`src/rtl/pong_pkg.sv`:
```
// Shared types and defaults for the pong game controller.
// Holds the state encoding, parameter defaults and frame-counter sizing helper.
package pong_pkg;

   typedef enum logic [2:0] {
      IDLE     = 3'd0,
      SERVE    = 3'd1,
      PLAY     = 3'd2,
      POINT    = 3'd3,
      GAMEOVER = 3'd4
   } game_state_t;

   localparam int unsigned DEF_WIN_SCORE    = 7;
   localparam int unsigned DEF_SERVE_FRAMES = 60;
   localparam int unsigned DEF_POINT_FRAMES = 30;
   localparam int unsigned SCORE_W          = 4;

   // Frame counter must hold the larger hold time, never narrower than 6 bits.
   function automatic int unsigned frame_width(input int unsigned a, input int unsigned b);
      int unsigned m;
      int unsigned w;
      m = (a > b) ? a : b;
      w = $clog2(m + 1);
      return (w < 6) ? 6 : w;
   endfunction

endpackage

```
`src/rtl/pong_step_seq.sv`:
```
// Per-frame step sequencer: paddle, ball, collide strobes on consecutive cycles.
// A 2-bit phase counter tracks the sequence; abort kills it with no further strobes.
module pong_step_seq (
   input  logic clk,
   input  logic rst_n,
   input  logic frame_start,
   input  logic enable,
   input  logic abort,
   output logic paddle_step,
   output logic ball_step,
   output logic collide_chk,
   output logic overrun
);

   logic [1:0] phase;
   logic       busy;
   logic       launch;

   assign busy   = (phase != 2'd0);
   assign launch = frame_start & enable & ~abort & ~busy;

   // Derived from the registered phase so a dropped pulse is flagged in its own cycle.
   assign overrun = frame_start & busy;

   always_ff @(posedge clk or negedge rst_n) begin
      if (!rst_n) begin
         phase       <= '0;
         paddle_step <= 1'b0;
         ball_step   <= 1'b0;
         collide_chk <= 1'b0;
      end else if (abort) begin
         phase       <= '0;
         paddle_step <= 1'b0;
         ball_step   <= 1'b0;
         collide_chk <= 1'b0;
      end else begin
         paddle_step <= launch;
         ball_step   <= (phase == 2'd1);
         collide_chk <= (phase == 2'd2);
         if (launch) begin
            phase <= 2'd1;
         end else if (busy) begin
            phase <= phase + 2'd1;
         end
      end
   end

endmodule

```
`src/rtl/pong_game_ctrl.sv`:
```
// Pong game controller: serve/play/point/gameover FSM, scoring and frame timing.
// Per-frame step strobes are delegated to pong_step_seq.
module pong_game_ctrl
   import pong_pkg::*;
#(
   parameter int unsigned WIN_SCORE    = DEF_WIN_SCORE,
   parameter int unsigned SERVE_FRAMES = DEF_SERVE_FRAMES,
   parameter int unsigned POINT_FRAMES = DEF_POINT_FRAMES
) (
   input  logic         pixel_clk,
   input  logic         rst_n,
   input  logic         start_btn,
   input  logic         frame_start,
   input  logic         score_player_evt,
   input  logic         score_ai_evt,
   output logic [2:0]   game_state,
   output logic         serve_req,
   output logic         paddle_step,
   output logic         ball_step,
   output logic         collide_chk,
   output logic [3:0]   score_player,
   output logic [3:0]   score_ai,
   output logic         winner,
   output logic         overrun
);

   localparam int unsigned FRAME_W = frame_width(SERVE_FRAMES, POINT_FRAMES);
   localparam logic [SCORE_W-1:0] WIN        = SCORE_W'(WIN_SCORE);
   localparam logic [FRAME_W-1:0] SERVE_LAST = FRAME_W'(SERVE_FRAMES - 1);
   localparam logic [FRAME_W-1:0] POINT_LAST = FRAME_W'(POINT_FRAMES - 1);

   game_state_t        state, state_d;
   logic [FRAME_W-1:0] frame_cnt, frame_d;
   logic [SCORE_W-1:0] score_p_d, score_a_d;
   logic               winner_d;
   logic               serve_d;
   logic               abort;
   logic               start_q;
   logic               start_rise;

   assign start_rise = start_btn & ~start_q;
   assign game_state = state;

   always_ff @(posedge pixel_clk or negedge rst_n) begin
      if (!rst_n) begin
         state        <= IDLE;
         frame_cnt    <= '0;
         score_player <= '0;
         score_ai     <= '0;
         winner       <= 1'b0;
         serve_req    <= 1'b0;
         start_q      <= 1'b1;
      end else begin
         state        <= state_d;
         frame_cnt    <= frame_d;
         score_player <= score_p_d;
         score_ai     <= score_a_d;
         winner       <= winner_d;
         serve_req    <= serve_d;
         start_q      <= start_btn;
      end
   end

   always_comb begin
      state_d   = state;
      score_p_d = score_player;
      score_a_d = score_ai;
      winner_d  = winner;
      serve_d   = 1'b0;
      abort     = 1'b0;

      case (state)
         IDLE, GAMEOVER: begin
            if (start_rise) begin
               state_d   = SERVE;
               score_p_d = '0;
               score_a_d = '0;
               winner_d  = 1'b0;
               serve_d   = 1'b1;
            end
         end
         SERVE: begin
            if (frame_start && frame_cnt == SERVE_LAST) begin
               state_d = PLAY;
            end
         end
         PLAY: begin
            // Simultaneous events credit only the player.
            if (score_player_evt) begin
               abort   = 1'b1;
               state_d = POINT;
               if (score_player != WIN) begin
                  score_p_d = score_player + 1'b1;
               end
            end else if (score_ai_evt) begin
               abort   = 1'b1;
               state_d = POINT;
               if (score_ai != WIN) begin
                  score_a_d = score_ai + 1'b1;
               end
            end
         end
         POINT: begin
            if (score_player == WIN || score_ai == WIN) begin
               state_d  = GAMEOVER;
               winner_d = (score_player == WIN);
            end else if (frame_start && frame_cnt == POINT_LAST) begin
               state_d = SERVE;
               serve_d = 1'b1;
            end
         end
         default: state_d = IDLE;
      endcase

      if (state_d != state) begin
         frame_d = '0;
      end else if (frame_start && (state == SERVE || state == POINT)) begin
         frame_d = frame_cnt + 1'b1;
      end else begin
         frame_d = frame_cnt;
      end
   end

   pong_step_seq u_step_seq (
      .clk         (pixel_clk),
      .rst_n       (rst_n),
      .frame_start (frame_start),
      .enable      (state == PLAY),
      .abort       (abort),
      .paddle_step (paddle_step),
      .ball_step   (ball_step),
      .collide_chk (collide_chk),
      .overrun     (overrun)
   );

endmodule
```
`config.mk`:
```
export PLATFORM = sky130hd
export DESIGN_NAME = pong_game_ctrl
export DESIGN_NICKNAME = d
export VERILOG_FILES = /design/src/rtl/pong_pkg.sv /design/src/rtl/pong_step_seq.sv /design/src/rtl/pong_game_ctrl.sv
export SDC_FILE = /design/constraint.sdc
export NUM_CORES = 1
export LEC_CHECK = 0
export ABC_AREA = 1
export BUFFER_PORTS_ARGS = -buffer_cell sky130_fd_sc_hd__clkbuf_2
export CORE_ASPECT_RATIO = 0.8
export CORE_MARGIN = 10
export CORE_UTILIZATION = 40
export DETAILED_ROUTE_END_ITERATION = 8
export PLACE_DENSITY = 0.58
export SLEW_MARGIN = 5
export SYNTH_ARGS = -nofsm -noshare
export SYNTH_HDL_FRONTEND = slang
export SYNTH_SLANG_ARGS = --single-unit
```
`constraint.sdc`:
```
create_clock -name pixel_clk -period 2.5 [get_ports pixel_clk]
set_clock_uncertainty 0.1 [all_clocks]
set_input_delay 0.125 -clock pixel_clk [delete_from_list [all_inputs] [get_ports pixel_clk]]
set_output_delay 0.125 -clock pixel_clk [all_outputs]
set_load 0.01 [all_outputs]
```
# Yosys cells after proc, flatten, opt, wreduce, memory -nomap -nowiden
# Index checks and enable logic that the tools add are counted.
# Widths: inputs -> output; s select.
# totals
elab_cells,91
out_inout_bits,17
ff_bits,25
in_bits,6
# op_classes
reduce_logical,15
bitwise,8
eq_ne,20
mux,33
add_sub_neg,4
# op_table
op,n
$mux 4,6
$mux 3,6
$pmux 4 s2,2
$ne 2x2->1 const B,7
$mux 6,2
$pmux 3 s4,1
$mux 1,11
$add 4x1->4 const B,2
$eq 4x3->1 const B,2
$ne 4x3->1 const B,2
$reduce_bool 2->1,4
$add 6x1->6 const B,1
$eq 3x2->1 const B,2
$eq 6x5->1 const B,1
$eq 6x6->1 const B,1
$mux 2,3
$and 1x1->1,5
$reduce_and 5->1,1
$pmux 1 s2,2
$reduce_and 4->1,1
$eq 3x1->1 const B,1
$eq 3x3->1 const B,1
$logic_and 1x1->1,3
$logic_not 3->1,1
9 further kinds,12

# Logic depth before layout (Yosys ltp)
# Gate-level depths: netlist of run 1.
# depth
word_depth,8
depth_mapped,10
depth_no_buf,10

# Cells and area by module
# A second synthesis of run 1 with hierarchy kept.
# unflattened
cells_unflattened,180
hier_area_um2,1405.1
# modules_own_cells
mod,cells_per_inst,n_inst,seq_area_each_um2,area_per_inst_um2
pong_game_ctrl,149,1,501.7,1151.1
pong_step_seq,31,1,125.1,254.0

# Worst setup path after synthesis of run 1
# OpenSTA, ideal clock, no wires.
# synth_path
kind,reg2reg
startpoint,reg score_player[0]
endpoint,reg score_player[0]
arrival_time_ps,1338
t_required_ps,2281
setup_time_ps,119
path_stages_with_launch,9
path_slack_ps,943
n_path_buf,0
synth_period_minus_slack_ps,1557
cell_sequence,dfrtp_1 -> ha_1 -> nand2_1 -> nor2_1 -> o21ai_0 -> nand2_2 -> inv_1 -> o21ai_0 -> o21a_1
# synth_via
elab_chain_cells,4
elab_cells_between_ends,7
cone_classes,add/sub: 1; eq/ne: 2; mux: 3; reduce/logical: 1
# synth_lines
item,line_no,text
start: declaration,pong_game_ctrl.sv:21,"output logic [3:0] score_player,"
start signal: assignment,pong_game_ctrl.sv:56,score_player <= score_p_d;
$add 4x1->4,pong_game_ctrl.sv:93,score_p_d = score_player + 1'b1;
$mux 4,pong_game_ctrl.sv:92,if (score_player != WIN) begin
$mux 4,pong_game_ctrl.sv:89,if (score_player_evt) begin
$pmux 4 s2,pong_game_ctrl.sv:72,case (state)
# Parallel ways exist; a longest one is shown, timed or not. The select of a mux whose other input is x is not followed.
# A chain may end at the register's enable or synchronous reset.

# Worst setup path in the final report of run 1
# layout_path
startpoint,"reg state[1], in the netlist game_state[1]"
endpoint,reg score_player[0]
# layout_via
elab_chain_cells,4
elab_cells_between_ends,10
cone_classes,eq/ne: 5; mux: 1; reduce/logical: 4
# layout_lines
item,line_no,text
start: declaration,pong_game_ctrl.sv:32,"game_state_t state, state_d;"
start signal: assignment,pong_game_ctrl.sv:54,state <= state_d;
$eq 3x3->1 / $logic_not 3->1 (equally long branches),pong_game_ctrl.sv:72,
$reduce_or 2->1,pong_game_ctrl.sv:72,
$ne 2x2->1 (no source line) / $reduce_bool 2->1 (equally long branches),n/a,
$reduce_and 4->1 (no source line),n/a,
# Parallel ways exist; a longest one is shown, timed or not.

==> results of run 1 <==
## worst register-to-register path: stages, from the launching register on
cell and delay [ps]:
dfrtp_1 480, nor2_1 220, nand3_2 190, o21ai_0 150, nand2_2 120, inv_1 100, o21ai_0 80, o21a_1 110
## path summary, 6_finish.rpt
kind	startpoint	endpoint	slack, ps	depth (start not counted)
setup / recovery	game_state[1]	score_player[0]	840	7
hold / removal	frame_start	u_step_seq.paddle_step	50	3
setup reg to reg	game_state[1]	score_player[0]	840	7
hold reg to reg	winner	winner	450	1
min in group asynchronous	rst_n	frame_cnt[3]	300	2
max in group asynchronous	rst_n	score_player[0]	1600	2
## cell usage after synthesis, drive strengths merged
| cell type | instances | area [µm²] |
|---|---|---|
| nand4 | 2 | 12.51 |
| dfrtp | 24 | 600.6 |
| a21oi | 4 | 20.02 |
| o21a | 1 | 7.510 |
| a32o | 1 | 10.01 |
| o21ai | 11 | 58.80 |
| inv | 27 | 101.4 |
| o22ai | 1 | 6.260 |
| nand3 | 16 | 95.09 |
| xor2 | 3 | 26.28 |
| ha | 7 | 87.58 |
| nand2 | 33 | 128.9 |
| nor3 | 3 | 15.01 |
| nor2 | 29 | 113.9 |
| xnor2 | 2 | 17.52 |
| dfstp | 1 | 26.28 |
## metal layers
metal	up-vias	global-route usage, %	share of wire [%]
li1	578	-	-
met1	522	11.71	49
met2	14	15.51	45
met3	2	3.616	4.6
met4	0	1.642	0.46
met5	-	0	0
## cells by family after synthesis
logic type                 after synthesis  share of synthesized area (%)
adders and majority gates                7                          6.597
DFF                                     25                          47.22
AOI/OAI and AO/OA                       18                          7.729
buffers and inverters                   27                          7.635
xor gates and xnor gates                 5                          3.299
and+or+nand+nor                         83                          27.52
## power groups by stage
| stage | sequential, W | combinational [W] | clock, W |
|---|---|---|---|
| 3_5_place_dp | 0.000564 | 0.000348 | 0 |
| 6_report | 0.000555 | 0.000343 | 0.000239 |
| 5_1_grt | 0.000568 | 0.000403 | 0.000264 |
| 4_1_cts | 0.000556 | 0.000352 | 0.000247 |
| 3_3_place_gp | 0.000560 | 0.000336 | 0 |
| 2_1_floorplan | 0.000573 | 0.000213 | 0 |
## final cells by class
cell class,instances,area share (%)
sequential,25,40.37
inverter,27,6.527
timing repair buffer,24,8.380
multi-input combinational,113,38.60
tap,40,3.223
clock buffer,4,2.901
## sequential cells by signal, indices dropped and copies added, names as in the netlist
signal	cells
frame_cnt	6
game_state	3
score_ai	4
score_player	4
serve_req	1
start_q	1
u_step_seq.ball_step	1
u_step_seq.collide_chk	1
u_step_seq.paddle_step	1
u_step_seq.phase	2
winner	1
## through the flow
step	utilization, %	cells	power (W)	area, µm²
CTS	49.60	233	0.001155	1553
global route	49.60	233	0.001235	1553
finish	49.60	233	0.001137	1553
detailed placement	47.52	227	0.0009119	1488
global placement	47.52	227	0.0008957	1488
floorplan	-	165	0.0007854	1328
==> summary.md, run 1 <==
| Metric | Value |
|---|---|
| Floorplan die width | `84.41 µm` |
| Switching Fraction | `34.90%` |
| Via total after detailed routing | `between 1000 and 1500` |
| Number of maximum-capacitance constraint violations | `0` |
| Input/output buffers | `22` |
| Average routed wire per standard cell | `~12 µm` |
| Starting DRT DRC Count | `56` |
| Total core area | `3131 µm²` |
| Number of CTS-inserted buffers | `3` |
| DIE AREA | `roughly 6000 µm²` |
| Cell repeated most along the worst path | `o21ai_0` |
| Setup repair after global routing missed its margin | `false` |
| Total gr overflow | `0` |
| Clk pin slew, worst setup/hold paths | `about 90 ps` |
| Fin. max-slew vios | `0` |
| Register share of total power | `48.8%` |
| Time the final worst path needs with I/O delays and setup | `around 1700 ps` |
| Worst hold path type | `primary input to register` |
| Part of the cycle the worst path needs | `between 60 and 70%` |
| Post-CTS setup buffer count | `0` |
| Worst-case vdd ir drop | `roughly 550 µV` |
| Source-to-sink clock delay at the later pin of the worst-skew pair | `270 ps` |
| Clock tree from TritonCTS | `yes` |
| Post-Route Hold Slack | `49.84 ps` |
| Share of post-route cells with drive strength above 1 | `17.62%` |
| Outcome | `complete, no violations` |
| Layout overhead on the synthesized area | `16.97%` |
| Area occupied by multi-input gates | `about 600 µm²` |
| Clock group share of total power | `between 20% and 30%` |
| Category of the most critical setup path | `register to register` |
| Longest Clk Path Bufs | `2` |
| Number of nets still failing antenna checks after routing | `0` |
| Number of hold buffers added after CTS | `2` |
| Highest cell delay on the worst timing path | `between 400 and 500 ps` |
| Worst endpoint required time | `between 2000 and 3000 ps` |
| Total number of nets in the final design | `between 200 and 250` |
| Initial antenna violation count | `0` |
| Number of distinct standard cells referenced by the synthesized netlist | `21` |
| Final HPWL DP | `about 2.2 mm` |
| Deepest level of the CTS H-tree | `1` |
| Leak pwr | `around 0.8 nW` |
| Resized Gates After CTS | `0` |
| Pwr per Cell Area | `between 700 and 800 nW/µm²` |
| Vias in the first global route | `1092` |
| Mapped cell area | `1328 µm²` |
| Count of standard-cell rows | `18` |
| Share of synthesized area occupied by flip-flops and latches | `roughly 47%` |
| Warnings from Yosys | `0` |
| Logic gate share of total power | `between 30% and 40%` |
| Minimum setup slack in the final design | `between 800 and 900 ps` |
| Internal Dissipation | `approximately 0.00074 W` |
| Setup TNS after final layout | `0 ps` |
| Average size of a mapped cell | `slightly above 8 µm²` |
| First-pass iteration count of the detailed router | `4` |
| Highest attainable clock frequency | `~600 MHz` |
| Crit path cell chain | `nor2_1 -> nand3_2 -> o21ai_0 -> nand2_2 -> inv_1 -> o21ai_0 -> o21a_1` |
| Synthesized instance count | `165` |
| Library cell contributing the largest single delay on the critical path | `dfrtp_1` |
| DRC violation count after routing | `0` |
| Clock Sink Count | `25` |
| Cell chosen for the clock root | `clkbuf_8` |
| Buf+Inv Stages, Crit Path | `1` |
| Critical path arrival | `roughly 1700 ps` |
| Net count after synthesis | `around 180` |
| CP Launch Type | `register` |
| Reg area | `between 600 and 700 µm²` |
| Antenna cells | `0` |
| Worst slack at placement | `868.8 ps` |
| Final hold violations | `0` |
| Filler cells | `307` |
| Crit. End Element | `register` |
| Leading cell types in the layout, fill and taps excluded | `31 x nand2_1, 27 x inv_1, 27 x nor2_1, 24 x dfrtp_1, 22 x clkbuf_2` |
| Worst path top cell family by delay | `simple AND/OR/NAND/NOR gates` |
| Transition time at the pin with the least slew margin | `between 600 and 700 ps` |
| Global Route Usage Sum | `approximately a tenth` |
| Initial core utilization | `around 42%` |
| Ports | `23` |
| Weighted congestion at the end of routability-driven global placement | `0.8091` |
| Critical Path Fanout Max | `7` |
| Switching Power | `~0.00040 W` |
| Max-slew headroom at the worst pin | `58.69%` |
| Die Height | `roughly 72 µm` |
| Seq cells post-synth | `25` |
| Wire length of the first global-routing pass | `roughly 4.9 mm` |
| Number of setup violations in the final report | `0` |
| Final WL | `approximately 2.8 mm` |
| Most frequent standard cell in the layout excluding fill and tap cells | `nand2_1` |
| Mean number of vias per cell | `~4.8` |
| Largest net degree at the start of global routing | `26` |
Power figures use the tool's default switching activity.
==> run 2: changes to the inputs <==
- clock period: 2.5 -> 1.7 ns (I/O delays scaled with it)
==> run 2 against run 1 <==
  * Sequential share of layout area shrank 0.75 points
  * Maximum frequency grew 5.9%
  * Clock power grew 45%
  * Sequential power grew 48%
  * Total power grew 49%
  * Core utilization grew 1.0 points
  * Via count is the same
  * Critical path depth grew 1
==> summary.md, run 2 (synthesis results as in run 1) <==
| Metric | Value |
|---|---|
| Setup repair after global routing missed its margin | `true` |
| Register-to-register setup slack | `130 ps (-710 ps)` |
| Weighted congestion at the end of routability-driven global placement | `0.8091 (unchanged)` |
| Leak pwr | `0.7989 nW (+0.28%)` |
| Time the final worst path needs with I/O delays and setup | `1571 ps (-93.26 ps)` |
| Worst endpoint required time | `1800 ps (-760 ps)` |
| DRC violation count after routing | `0 (unchanged)` |
| Worst hold path type | `primary input to register` |
| Outcome | `complete, no violations` |
| Fin. max-slew vios | `0 (unchanged)` |
| Number of cells on the worst hold path | `3 (unchanged)` |
| Vias in the first global route | `1067 (-2.3%)` |
| CP Launch Type | `register` |
| Total Power | `0.001697 W (+49%)` |
| Longest Clk Path Bufs | `2 (unchanged)` |
| Deepest level of the CTS H-tree | `1 (unchanged)` |
| Mean number of vias per cell | `4.769 (-0.43%)` |
| Number of setup violations in the final report | `0 (unchanged)` |
| Largest net degree at the start of global routing | `26 (unchanged)` |
| Final hold violations | `0 (unchanged)` |
| Source-to-sink clock delay at the later pin of the worst-skew pair | `270 ps (about the same)` |
| Layout overhead on the synthesized area | `19.42%` |
| Number of nets still failing antenna checks after routing | `0 (unchanged)` |
| Ports | `23 (unchanged)` |
| Total number of nets in the final design | `208 (+0.48%)` |
| Category of the most critical setup path | `register to register` |
| Number of CTS-inserted buffers | `3 (unchanged)` |
| Max-slew headroom at the worst pin | `57.48% (-1.2 points)` |
| Average routed wire per standard cell | `12.18 µm (+1.5%)` |
| Worst-case vdd ir drop | `777.3 µV (+40%)` |
| Pwr per Cell Area | `1071 nW/µm² (+46%)` |
| Total core area | `3131 µm² (unchanged)` |
| Die Height | `71.53 µm (unchanged)` |
| DIE AREA | `6037 µm² (unchanged)` |
| Final WL | `2.851 mm (+1.9%)` |
| Initial antenna violation count | `0 (unchanged)` |
| Critical path arrival | `1670 ps (-50 ps)` |
| Clock Sink Count | `25 (unchanged)` |
| Most frequent standard cell in the layout excluding fill and tap cells | `nand2_1` |
| Crit. End Element | `register` |
| Register containing the most flip-flops in the final layout | `frame_cnt` |
| Global Route Usage Sum | `9.357% (-0.10 points)` |
| Number of maximum-capacitance constraint violations | `0 (unchanged)` |
| Final HPWL DP | `2.223 mm (+0.68%)` |
| Highest attainable clock frequency | `636.7 MHz (+5.9%)` |
| Leading cell types in the layout, fill and taps excluded | `31 x nand2_1, 26 x inv_1, 23 x nor2_1, 23 x dfrtp_1, 22 x clkbuf_2` |
| Reg area | `628.1 µm² (+0.20%)` |
| Part of the cycle the worst path needs | `92.39% (+26 points)` |
| Transition time at the pin with the least slew margin | `637.8 ps (+18.06 ps)` |
| Post-Route Hold Slack | `11.81 ps (-38.03 ps)` |
| Max reg flops | `6 (unchanged)` |
| Floorplan die width | `84.41 µm (unchanged)` |
| Starting DRT DRC Count | `96 (+71%)` |
| Setup TNS after final layout | `0 ps (unchanged)` |
| Clock tree from TritonCTS | `yes` |
| Cell chosen for the clock root | `clkbuf_8` |
| Via total after detailed routing | `1116 (unchanged)` |
| Area occupied by multi-input gates | `621.8 µm² (+3.8%)` |
| Total gr overflow | `0 (unchanged)` |
| R2r worst-path depth | `8 (+1)` |
| Antenna cells | `0 (unchanged)` |
| Share of post-route cells with drive strength above 1 | `23.20% (+5.6 points)` |
| Registers with the highest flip-flop counts | `frame_cnt x6, score_ai x4, score_player x4` |
| Clk pin slew, worst setup/hold paths | `90 ps (about the same)` |
| Input/output buffers | `22 (unchanged)` |
| Filler cells | `307 (unchanged)` |
| Count of standard-cell rows | `18 (unchanged)` |
| First-pass iteration count of the detailed router | `4 (unchanged)` |
| Wire length of the first global-routing pass | `4.788 mm (-1.6%)` |
| Critical Path Fanout Max | `6 (-1)` |
| Initial core utilization | `42.41% (unchanged)` |
-- run 2: where the power goes --
group | total (W) | switching [W] | internal (W)
clock | 0.000347 | 0.000183 | 0.000164
sequential | 0.000820 | 0.000105 | 0.000716
combinational | 0.000530 | 0.000309 | 0.000221
total | 0.00170 | 0.000597 | 0.00110
-- run 2: worst paths after layout --
path / from / endpoint
setup / recovery: score_player[0] / frame_cnt[4]
hold / removal: frame_start / u_step_seq.paddle_step
setup reg to reg: score_player[0] / frame_cnt[4]
hold reg to reg: winner / winner
max in group asynchronous: rst_n / game_state[1]
min in group asynchronous: rst_n / frame_cnt[0]
-- run 2: final cells by class --
type / count / area share, %
clock buffer: 3 / 2.605
sequential: 25 / 39.62
inverter: 27 / 6.393
tap: 40 / 3.157
clock inverter: 1 / 0.3157
multi-input combinational: 113 / 39.23
timing repair buffer: 25 / 8.682
-- run 2: metal layers --
metal | part of all wire (%) | vias up | wire length, µm | GRT usage [%]
met4 | 0.74 | 0 | 21 | 1.642
met2 | 45 | 18 | 1280 | 15.26
met1 | 50 | 513 | 1433 | 11.75
met3 | 4.0 | 4 | 115 | 3.390
met5 | 0 | - | 0 | 0
li1 | - | 581 | - | -
-- run 2: through the flow --
stage / util (%) / area, µm² / setup WS, ps / cells
detailed placement: 47.52 / 1488 / 62.49 / 227
finish: 50.64 / 1585 / 129.3 / 234
global placement: 47.52 / 1488 / 82.16 / 227
floorplan: - / 1328 / 143.3 / 165
CTS: 49.64 / 1554 / 41.32 / 233
global route: 50.64 / 1585 / -6.163 / 234
-- run 2: what timing repair did --
action	in CTS	in global routing
endpoints found under the hold margin	25	0
buffers inserted	0	1
resized for setup	0	10
hold buffers	2	0
setup endpoints to repair	0	10
-- run 2: worst max-delay path, cell delays in order, from the launching register on --
cell and delay (ps):
dfrtp_1 440, ha_2 220, nand3_1 120, nand3_2 130, nor2_1 150, nor2_2 60
o21ai_2 70, nand2_2 120, nor2_1 100
==> run 3: changes to the inputs <==
- BUFFER_PORTS_ARGS: -buffer_cell sky130_fd_sc_hd__clkbuf_2 -> not set
- DONT_BUFFER_PORTS: not set -> 1
- PLACE_DENSITY: 0.58 -> 0.64
==> run 3 against run 2 <==
  * Sequential power up 2%
  * Sequential cell count unchanged
  * Combinational power down 7.9%
  * Cell count down 5.6%
  * Clock-buffer cell count unchanged
  * Die area unchanged
  * Clock power about the same
  * Routed wire length up 1.1%
  * Total power down 1.5%
  * Register-to-register slack worse by 20 ps
  * Critical path type unchanged
  * Critical endpoint is now frame_cnt[2]
  * Largest cell class unchanged
  * Largest power group unchanged
==> summary.md, run 3 (synthesis results as in run 1) <==
| Metric | Value |
|---|---|
| Registers with the highest flip-flop counts | `frame_cnt x6, score_ai x4, score_player x4` |
| R2r worst-path depth | `9 (+1)` |
| Number of nets still failing antenna checks after routing | `0 (unchanged)` |
| Final core area utilization | `49.52% (-1.1 points)` |
| Critical Path Fanout Max | `6 (unchanged)` |
| Longest Clk Path Bufs | `2 (unchanged)` |
| Total gr overflow | `0 (unchanged)` |
| Max-slew headroom at the worst pin | `82.26% (+25 points)` |
| Share of post-route cells with drive strength above 1 | `14.92% (-8.3 points)` |
| Clock Sink Count | `25 (unchanged)` |
| Total Power | `0.001672 W (-1.5%)` |
| Worst slack at placement | `88.65 ps (+26.17 ps)` |
| Worst hold path startpoint | `frame_start` |
| Count of standard-cell rows | `18 (unchanged)` |
| Switching Fraction | `35.03% (-0.11 points)` |
| Highest attainable clock frequency | `629.2 MHz (-1.2%)` |
| Total core area | `3131 µm² (unchanged)` |
| Met3 routing resource usage after global routing | `4.407% (+1.0 points)` |
| Max reg flops | `6 (unchanged)` |
| Source-to-sink clock delay at the later pin of the worst-skew pair | `270 ps (about the same)` |
| Outcome | `complete, no violations` |
| Dpl cell area | `1430 µm² (-3.9%)` |
| Ports | `23 (unchanged)` |
| Die Height | `71.53 µm (unchanged)` |
| Deepest level of the CTS H-tree | `1 (unchanged)` |
| Library cell contributing the largest single delay on the critical path | `dfrtp_1` |
| Worst-case vdd ir drop | `535.2 µV (-31%)` |
| Number of CTS-inserted buffers | `3 (unchanged)` |
| Initial core utilization | `42.41% (unchanged)` |
| Floorplan die width | `84.41 µm (unchanged)` |
| Minimum setup slack in the final design | `110.6 ps (-18.68 ps)` |
| Worst Setup SP | `game_state[0]` |
| Worst path top cell family by delay | `simple AND/OR/NAND/NOR gates` |
| Time the final worst path needs with I/O delays and setup | `1589 ps (+18.68 ps)` |
| Total number of cells along the worst setup path | `9 (+1)` |
| Register share of total power | `50.1% (+1.8 points)` |
| Highest cell delay on the worst timing path | `450 ps (about the same)` |
| R2R Path Start | `game_state[0]` |
| Setup repair after global routing missed its margin | `true` |
| Vias in the first global route | `1096 (+2.7%)` |
| Crit path cell chain | `inv_1 -> nand3_2 -> nor2_2 -> nor2_1 -> nand3_1 -> nand2_1 -> nand2_1 -> nand2_2 -> nor2_1` |
| Part of the cycle the worst path needs | `93.49% (+1.1 points)` |
| Buf+Inv Stages, Crit Path | `1 (+1)` |
| Fin. max-slew vios | `0 (unchanged)` |
| Worst hold path type | `primary input to register` |
| Final WL | `2.881 mm (+1.1%)` |
| Category of the most critical setup path | `register to register` |
| Global Route Usage Sum | `10.04% (+0.68 points)` |
| Average routed wire per standard cell | `13.04 µm (+7.0%)` |
| Largest net degree at the start of global routing | `26 (unchanged)` |
| Crit. End Element | `register` |
| Antenna cells | `0 (unchanged)` |
| Clock group share of total power | `20.7% (+0.3 points)` |
| Critical path capture point | `frame_cnt[2]` |
| Transition time at the pin with the least slew margin | `265.8 ps (-371.9 ps)` |
| First-pass iteration count of the detailed router | `4 (unchanged)` |
| Total number of nets in the final design | `195 (-6.3%)` |
| Clock tree from TritonCTS | `yes` |
| Leading cell types in the layout, fill and taps excluded | `31 x nand2_1, 27 x inv_1, 25 x nor2_1, 23 x dfrtp_1, 12 x nand3_1` |
| Register containing the most flip-flops in the final layout | `frame_cnt` |
| Final hold violations | `0 (unchanged)` |
| Via total after detailed routing | `1071 (-4.0%)` |
| Register-to-register setup slack | `110 ps (-20 ps)` |
| Leak pwr | `0.7569 nW (-5.3%)` |
| Wire length of the first global-routing pass | `5.064 mm (+5.8%)` |
| DIE AREA | `6037 µm² (unchanged)` |
| Number of setup violations in the final report | `0 (unchanged)` |
| Finished layout cell area | `1550 µm² (-2.2%)` |
| Filler cells | `310 (+0.98%)` |
| Mean number of vias per cell | `4.846 (+1.6%)` |
| CP Launch Type | `register` |
| Final HPWL DP | `2.232 mm (+0.41%)` |
| Internal Dissipation | `0.001086 W (-1.3%)` |
| Initial antenna violation count | `0 (unchanged)` |
| Met2 routing resource usage after global routing | `16.78% (+1.5 points)` |
| Cell chosen for the clock root | `clkbuf_8` |
| DRC violation count after routing | `0 (unchanged)` |
| M1 GR Usage | `11.68% (-0.062 points)` |
| Critical path arrival | `1680 ps (about the same)` |
| Most frequent standard cell in the layout excluding fill and tap cells | `nand2_1` |
| Starting DRT DRC Count | `37 (-61%)` |
| Most utilized layer in the global route result | `met2` |
| Input/output buffers | `0 (-100%)` |
| Layout overhead on the synthesized area | `16.78%` |
| Clk pin slew, worst setup/hold paths | `90 ps (about the same)` |
| Logic gate share of total power | `29.2% (-2.0 points)` |
| Endpoint of the most critical register-to-register path | `frame_cnt[2]` |
| Pwr per Cell Area | `1079 nW/µm² (+0.74%)` |
| Weighted congestion at the end of routability-driven global placement | `0.8359 (+3.3%)` |
| Switching Power | `0.0005858 W (-1.8%)` |
| Worst endpoint required time | `1800 ps (about the same)` |
| Number of maximum-capacitance constraint violations | `0 (unchanged)` |
[run 3: cell count changes in the layout (fill, tap and decap cells not counted), sizes merged]
cell	change
clkbuf	-22
buf	+8
dlygate4sd3	+1
[run 3: per-stage QoR]
stage	hold slack (ps)	cells	setup TNS, ps
2_1_floorplan	-310.6	165	0
3_3_place_gp	-309.6	212	0
3_5_place_dp	-309.6	212	0
4_1_cts	20.51	220	0
5_1_grt	37.38	221	-34.98
6_report	21.78	221	0
[run 3: worst min path at each step]
stage                          endpoint  slack, ps  depth (start not counted)
floorplan                  frame_cnt[0]       -310                          0
global placement    u_step_seq.phase[0]       -310                          0
detailed placement  u_step_seq.phase[0]       -310                          0
CTS                       game_state[1]         20                          4
global route              game_state[1]         40                          4
finish                    game_state[1]         20                          4
[run 3: final cells by class]
| cell class | instances | area (µm²) | area share (%) |
|---|---|---|---|
| clock buffer | 3 | 41.29 | 2.663 |
| clock inverter | 1 | 5.005 | 0.3228 |
| inverter | 27 | 101.3 | 6.538 |
| multi-input combinational | 113 | 614.3 | 39.63 |
| sequential | 25 | 628.1 | 40.52 |
| tap | 40 | 50.05 | 3.228 |
| timing repair buffer | 12 | 110.1 | 7.103 |
[run 3: power by group through the flow]
| stage | sequential [W] | clock [W] | combinational, W |
|---|---|---|---|
| after floorplan | 0.000842 | 0 | 0.000313 |
| after global routing | 0.000862 | 0.000398 | 0.000576 |
| after CTS | 0.000841 | 0.000359 | 0.000476 |
| final | 0.000837 | 0.000347 | 0.000488 |
| after detailed placement | 0.000852 | 0 | 0.000447 |
| after global placement | 0.000843 | 0 | 0.000421 |
[run 3: repair_timing]
action	in CTS	in global routing
setup endpoints to repair	0	11
gates resized for setup	0	6
hold endpoints to repair	30	0
hold buffers	4	0
setup buffers	0	1
[run 3: worst min-delay path: stages]
cell and delay (ps):
nand2_1 80, nor2_1 60, nand4_1 80, nand2_1 60
[run 3: layer usage]
layer	up-vias	wire length (µm)
li1	557	-
met1	491	1294
met2	18	1355
met3	5	201
met4	0	29
met5	-	0
